<file path="config.mk">
export PLATFORM = sky130hd
export DESIGN_NAME = mem_port_arbiter
export DESIGN_NICKNAME = d
export VERILOG_FILES = /design/src/rtl/mem_port_arbiter.sv
export SDC_FILE = /design/constraint.sdc
export NUM_CORES = 1
export LEC_CHECK = 0
export CAP_MARGIN = 0
export CORE_ASPECT_RATIO = 1.25
export CORE_UTILIZATION = 39
export CTS_CLUSTER_DIAMETER = 80
export DETAILED_ROUTE_END_ITERATION = 10
export PLACE_DENSITY = 0.91
export SLEW_MARGIN = 15
export SYNTH_ARGS = -nofsm -noshare
export SYNTH_HDL_FRONTEND = slang
export SYNTH_SLANG_ARGS = --single-unit
export TNS_END_PERCENT = 5
</file>
<file path="constraint.sdc">
create_clock -name clock -period 4.5 [get_ports clock]
set_clock_uncertainty 0.2 [all_clocks]
set_input_delay 0.9 -clock clock [delete_from_list [all_inputs] [get_ports clock]]
set_output_delay 0.9 -clock clock [all_outputs]
set_load 0.005 [all_outputs]
</file>
<file path="src/rtl/mem_port_arbiter.sv">
// Arbitrates one synchronous memory port between fetch (F), load/store (D) and debug (G).
// G has absolute priority and can lock the bus; F and D share it round-robin.
module mem_port_arbiter #(
  parameter int AW = 8,
  parameter int DW = 8,
  parameter int CW = 16
) (
  input  logic          clock,
  input  logic          reset,
  input  logic          f_req,
  input  logic [AW-1:0] f_addr,
  output logic          f_gnt,
  output logic          f_rvalid,
  input  logic          d_req,
  input  logic          d_we,
  input  logic [AW-1:0] d_addr,
  input  logic [DW-1:0] d_wdata,
  output logic          d_gnt,
  output logic          d_rvalid,
  input  logic          g_req,
  input  logic          g_we,
  input  logic [AW-1:0] g_addr,
  input  logic [DW-1:0] g_wdata,
  input  logic          g_lock,
  output logic          g_gnt,
  output logic          g_rvalid,
  output logic [DW-1:0] rdata,
  output logic [AW-1:0] mem_addr,
  output logic [DW-1:0] mem_wdata,
  output logic          mem_wren,
  output logic          mem_rden,
  input  logic [DW-1:0] mem_q,
  output logic [CW-1:0] conflict_cnt
);

  localparam logic [1:0] ID_F = 2'd0;
  localparam logic [1:0] ID_D = 2'd1;
  localparam logic [1:0] ID_G = 2'd2;
  localparam logic       RR_F = 1'b0;
  localparam logic       RR_D = 1'b1;

  logic          rr_last;
  logic          locked;
  logic          rsp_pending;
  logic [1:0]    rsp_id;
  logic [DW-1:0] rdata_q;
  logic          win_we;
  logic [1:0]    win_id;
  logic          any_gnt;
  logic          any_loser;

  // Grants are forced low while reset is asserted so nothing reaches the memory.
  assign g_gnt = ~reset & g_req;
  assign f_gnt = ~reset & ~locked & ~g_req & f_req & (~d_req | (rr_last == RR_D));
  assign d_gnt = ~reset & ~locked & ~g_req & d_req & (~f_req | (rr_last == RR_F));
  assign any_gnt = f_gnt | d_gnt | g_gnt;

  // NOTE: every always_comb output gets a default first so no latch is inferred.
  always_comb begin
    mem_addr  = '0;
    mem_wdata = '0;
    win_we    = 1'b0;
    win_id    = ID_F;
    if (g_gnt) begin
      mem_addr  = g_addr;
      mem_wdata = g_wdata;
      win_we    = g_we;
      win_id    = ID_G;
    end else if (d_gnt) begin
      mem_addr  = d_addr;
      mem_wdata = d_wdata;
      win_we    = d_we;
      win_id    = ID_D;
    end else if (f_gnt) begin
      mem_addr  = f_addr;
      win_id    = ID_F;
    end
  end

  assign mem_wren  = any_gnt & win_we;
  assign mem_rden  = any_gnt & ~win_we;
  assign any_loser = (f_req & ~f_gnt) | (d_req & ~d_gnt) | (g_req & ~g_gnt);

  // The memory returns data the cycle after mem_rden, so the response is steered then.
  assign f_rvalid = rsp_pending & (rsp_id == ID_F);
  assign d_rvalid = rsp_pending & (rsp_id == ID_D);
  assign g_rvalid = rsp_pending & (rsp_id == ID_G);
  assign rdata    = rsp_pending ? mem_q : rdata_q;

  // NOTE: sequential state uses non-blocking assignments so every register samples pre-edge values.
  always_ff @(posedge clock or posedge reset) begin
    if (reset) begin
      rr_last      <= RR_D;
      locked       <= 1'b0;
      rsp_pending  <= 1'b0;
      rsp_id       <= ID_F;
      rdata_q      <= '0;
      conflict_cnt <= '0;
    end else begin
      if (f_gnt) begin
        rr_last <= RR_F;
      end else if (d_gnt) begin
        rr_last <= RR_D;
      end
      // Lock is taken only by a granted G access and drops as soon as g_lock falls.
      locked      <= g_lock & (locked | g_gnt);
      rsp_pending <= mem_rden;
      if (mem_rden) begin
        rsp_id <= win_id;
      end
      if (rsp_pending) begin
        rdata_q <= mem_q;
      end
      if (any_loser && (conflict_cnt != '1)) begin
        conflict_cnt <= conflict_cnt + CW'(1);
      end
    end
  end

endmodule
</file>
==> results.md <==
- R2R depth: 5
- Placer's final routability congestion estimate: 0.704
- Setup-failing EPs final: 0
- Seq/Total Area, Yosys: between 40 and 50%
- Initial DRC Count: 80
- Vias: 1718
- Layout area overhead: 73.0%
- Clock root buffer: clkbuf_8
- Worst Hold Launch: rdata_q[6]
- Slew @ Worst Pin: about 1 ns
- Final TNS setup: 0 ns
- Row cnt: 26
- Total GRT Usage: 21.4%
- DR WL/cell: ~15 um
- Cells after DPL: 317
- Initial core utilization: 40.4%
- RR Startpoint: conflict_cnt[0]
- Critical Path Start Type: input pin
- FMAX: 0.239 GHz
- Fin nets: 325
- IO Port Bufs: slightly above 100
- Fin util: between 60 and 70%
- Drt total wl: approximately 4800 um
- Core Area: 4070 um^2
- Final global-route overflow total: 0
- Area of the die: ~4500 um^2
- Initial antenna violation count: 0
- Ys async rst share: between 90% and 100%
- Largest net degree at the start of global routing: 30
- Worst vdd rail ir drop: between 0.3 and 0.4 mV
- Drc violations: 0
- Final period utilization: 93.2%
- # diodes: 0
- Leakage Power: about 1.1 nW
- Data arrival time of the critical path: just over 3 ns
- P_sw: about 0.3 mW
- Ys Warns: 0
- Syn avg cell area: ~10 um^2
- I/O pin count: roughly 100
- Commonest non-fill, non-tap cells in the layout: clkdlybuf4s50_1 (103), dfrtp_1 (28), nor2_1 (23)
- Main flop type after synthesis: dfrtp_1
- Post-Syn Instances: about 160
- Fin cells: 325
- Crit path from: reset
- Post-route minimum period: about 4.2 ns
- CTS Buf Count: 5
- Post_cts resized: 0
- Combinational cell fraction of total power: 34.7%
- Clock sink total: 29
- Setup slack, reg-to-reg: ~2.4 ns
- First-pass GRT wire length: around 7000 um
- CP endpoint kind: output pin
- Min-Delay Path Depth: 1
- Crit Path Max Fanout: 12
- Flop pwr share: about two fifths
- Commonest non-fill, non-tap cell in the layout: clkdlybuf4s50_1
- Critical Path RT: 3.40 ns
- Headroom to the max-slew limit: roughly a third
- Worst skew pair latency: ~0.28 ns
- Number of global-route vias before repair: about 1.5k
- Pint: roughly 0.75 mW
- CTS clock-pin slew for the worst setup and hold paths: 0.05 ns
- Slew Limit Fails: 0
- Fillers: 316
- HPWL after detailed placement: ~3600 um
- Netlist Area Pre-Place: between 1500 and 2000 um^2
- H-tree lvl count: 2
- Sw frac: about 28%
- Hold buffers post-CTS: 0
- Chip height: ~75 um
- Syn nets: 220
- Initial DRT Pass Iterations: 5
- HP Class: reg2reg
- Status: complete, no violations
- Share of post-route cells with drive strength above 1: 9.29%
- Post-synth cell types: 39
- WS Path Type: in2out
- Seq cells post-synth: 29
- # Post-CTS Setup Buffers: 0
- EDFF count, synth: 0
- Final count of hold timing violations: 0
- Die width: 60.0 um
- DRT antenna net count: 0
- Pwr/cell area: approximately 370 nW/um^2
- Vias per inst: between 5 and 6
- Bufs on Longest Clock Path: 2
- Hold EP: rdata_q[6]
- R2R Path End: conflict_cnt[10]
- RSZ-0062 raised after global routing: no
- CTS tree: yes
- Clock power frac: 26.2%
- Total of max-cap violations: 0
[worst max-delay path by stage]
stage | endpoint | cells after the start
detailed placement | mem_addr[1] | 6
CTS | mem_addr[0] | 6
floorplan | mem_addr[1] | 5
global route | mem_addr[5] | 6
finish | mem_addr[1] | 6
global placement | mem_addr[0] | 6
[layer usage]
metal  vias up  share of wire (%)  global-route usage, %
met2        68                 51                   33.3
li1        811                  -                      -
met4         0                1.5                   9.56
met5         -                  0                      0
met3        10                6.9                   7.48
met1       829                 41                   26.5
[state kept, by name, indices dropped and copies added (netlist names)]
name / flops
conflict_cnt: 16
locked: 1
rsp_id: 2
rr_last: 1
rsp_pending: 1
rdata_q: 8
[cells in the mapped netlist (all sizes together), types with 4 or more instances]
cell    instances  area (um^2)
dfrtp          28          701
nor2           24         92.6
mux2           13          150
a22o            9         78.8
nand2           9         33.8
a221oi          8         70.1
nor3            7         35.0
xor2            7         61.3
nand4           5         31.3
buf             4         26.3
clkbuf          4         15.0
nand3           4         25.0
nor4            4         46.3
o21ai           4         20.0
xnor2           4         35.0
[final cells by class]
type,instances,area (um^2),area share (%)
Clock buffer,7,86.3,3.04
Inverter,3,11.3,0.396
Sequential cell,29,727,25.6
Clock inverter,1,30.0,1.06
Timing Repair Buffer,106,1050,37.1
Tap cell,56,70.1,2.47
Multi-Input combinational cell,123,862,30.4
[power by group through the flow]
stage | Sequential [mW] | Clock [mW] | Combinational [mW]
floorplan | 0.396 | 0 | 0.145
global placement | 0.406 | 0 | 0.353
detailed placement | 0.411 | 0 | 0.362
CTS | 0.407 | 0.283 | 0.365
global route | 0.418 | 0.294 | 0.393
finish | 0.408 | 0.273 | 0.361
[critical path, cell delays in order]
cell and delay [ns]:
clkdlybuf4s50_1 0.47, nor3_1 0.39, and3_1 0.49, a221oi_1 0.14
nor2_1 0.16, clkdlybuf4s50_1 0.53
[cell families (layout without fill, tap and decap cells)]
logic type	count (synthesis)	after routing	synth area share (%)
adders and majority gates	1	1	0.762
muxes	13	13	9.15
xor gates and xnor gates	11	11	5.87
buffers and inverters	11	117	3.20
AOI/OAI and AO/OA	32	32	15.0
and+or+nand+nor	66	66	21.7
DFF	29	29	44.3
[per-stage QoR]
stage	instance area [um^2]	setup slack, ns	power, mW	hold slack [ns]
2_1_floorplan	1640	1.60	0.542	0.286
3_3_place_gp	2720	0.421	0.759	0.279
3_5_place_dp	2720	0.356	0.773	0.286
4_1_cts	2840	0.355	1.05	0.299
5_1_grt	2840	0.173	1.11	0.315
6_report	2840	0.307	1.04	0.293
(Power assumes the default switching activity.)
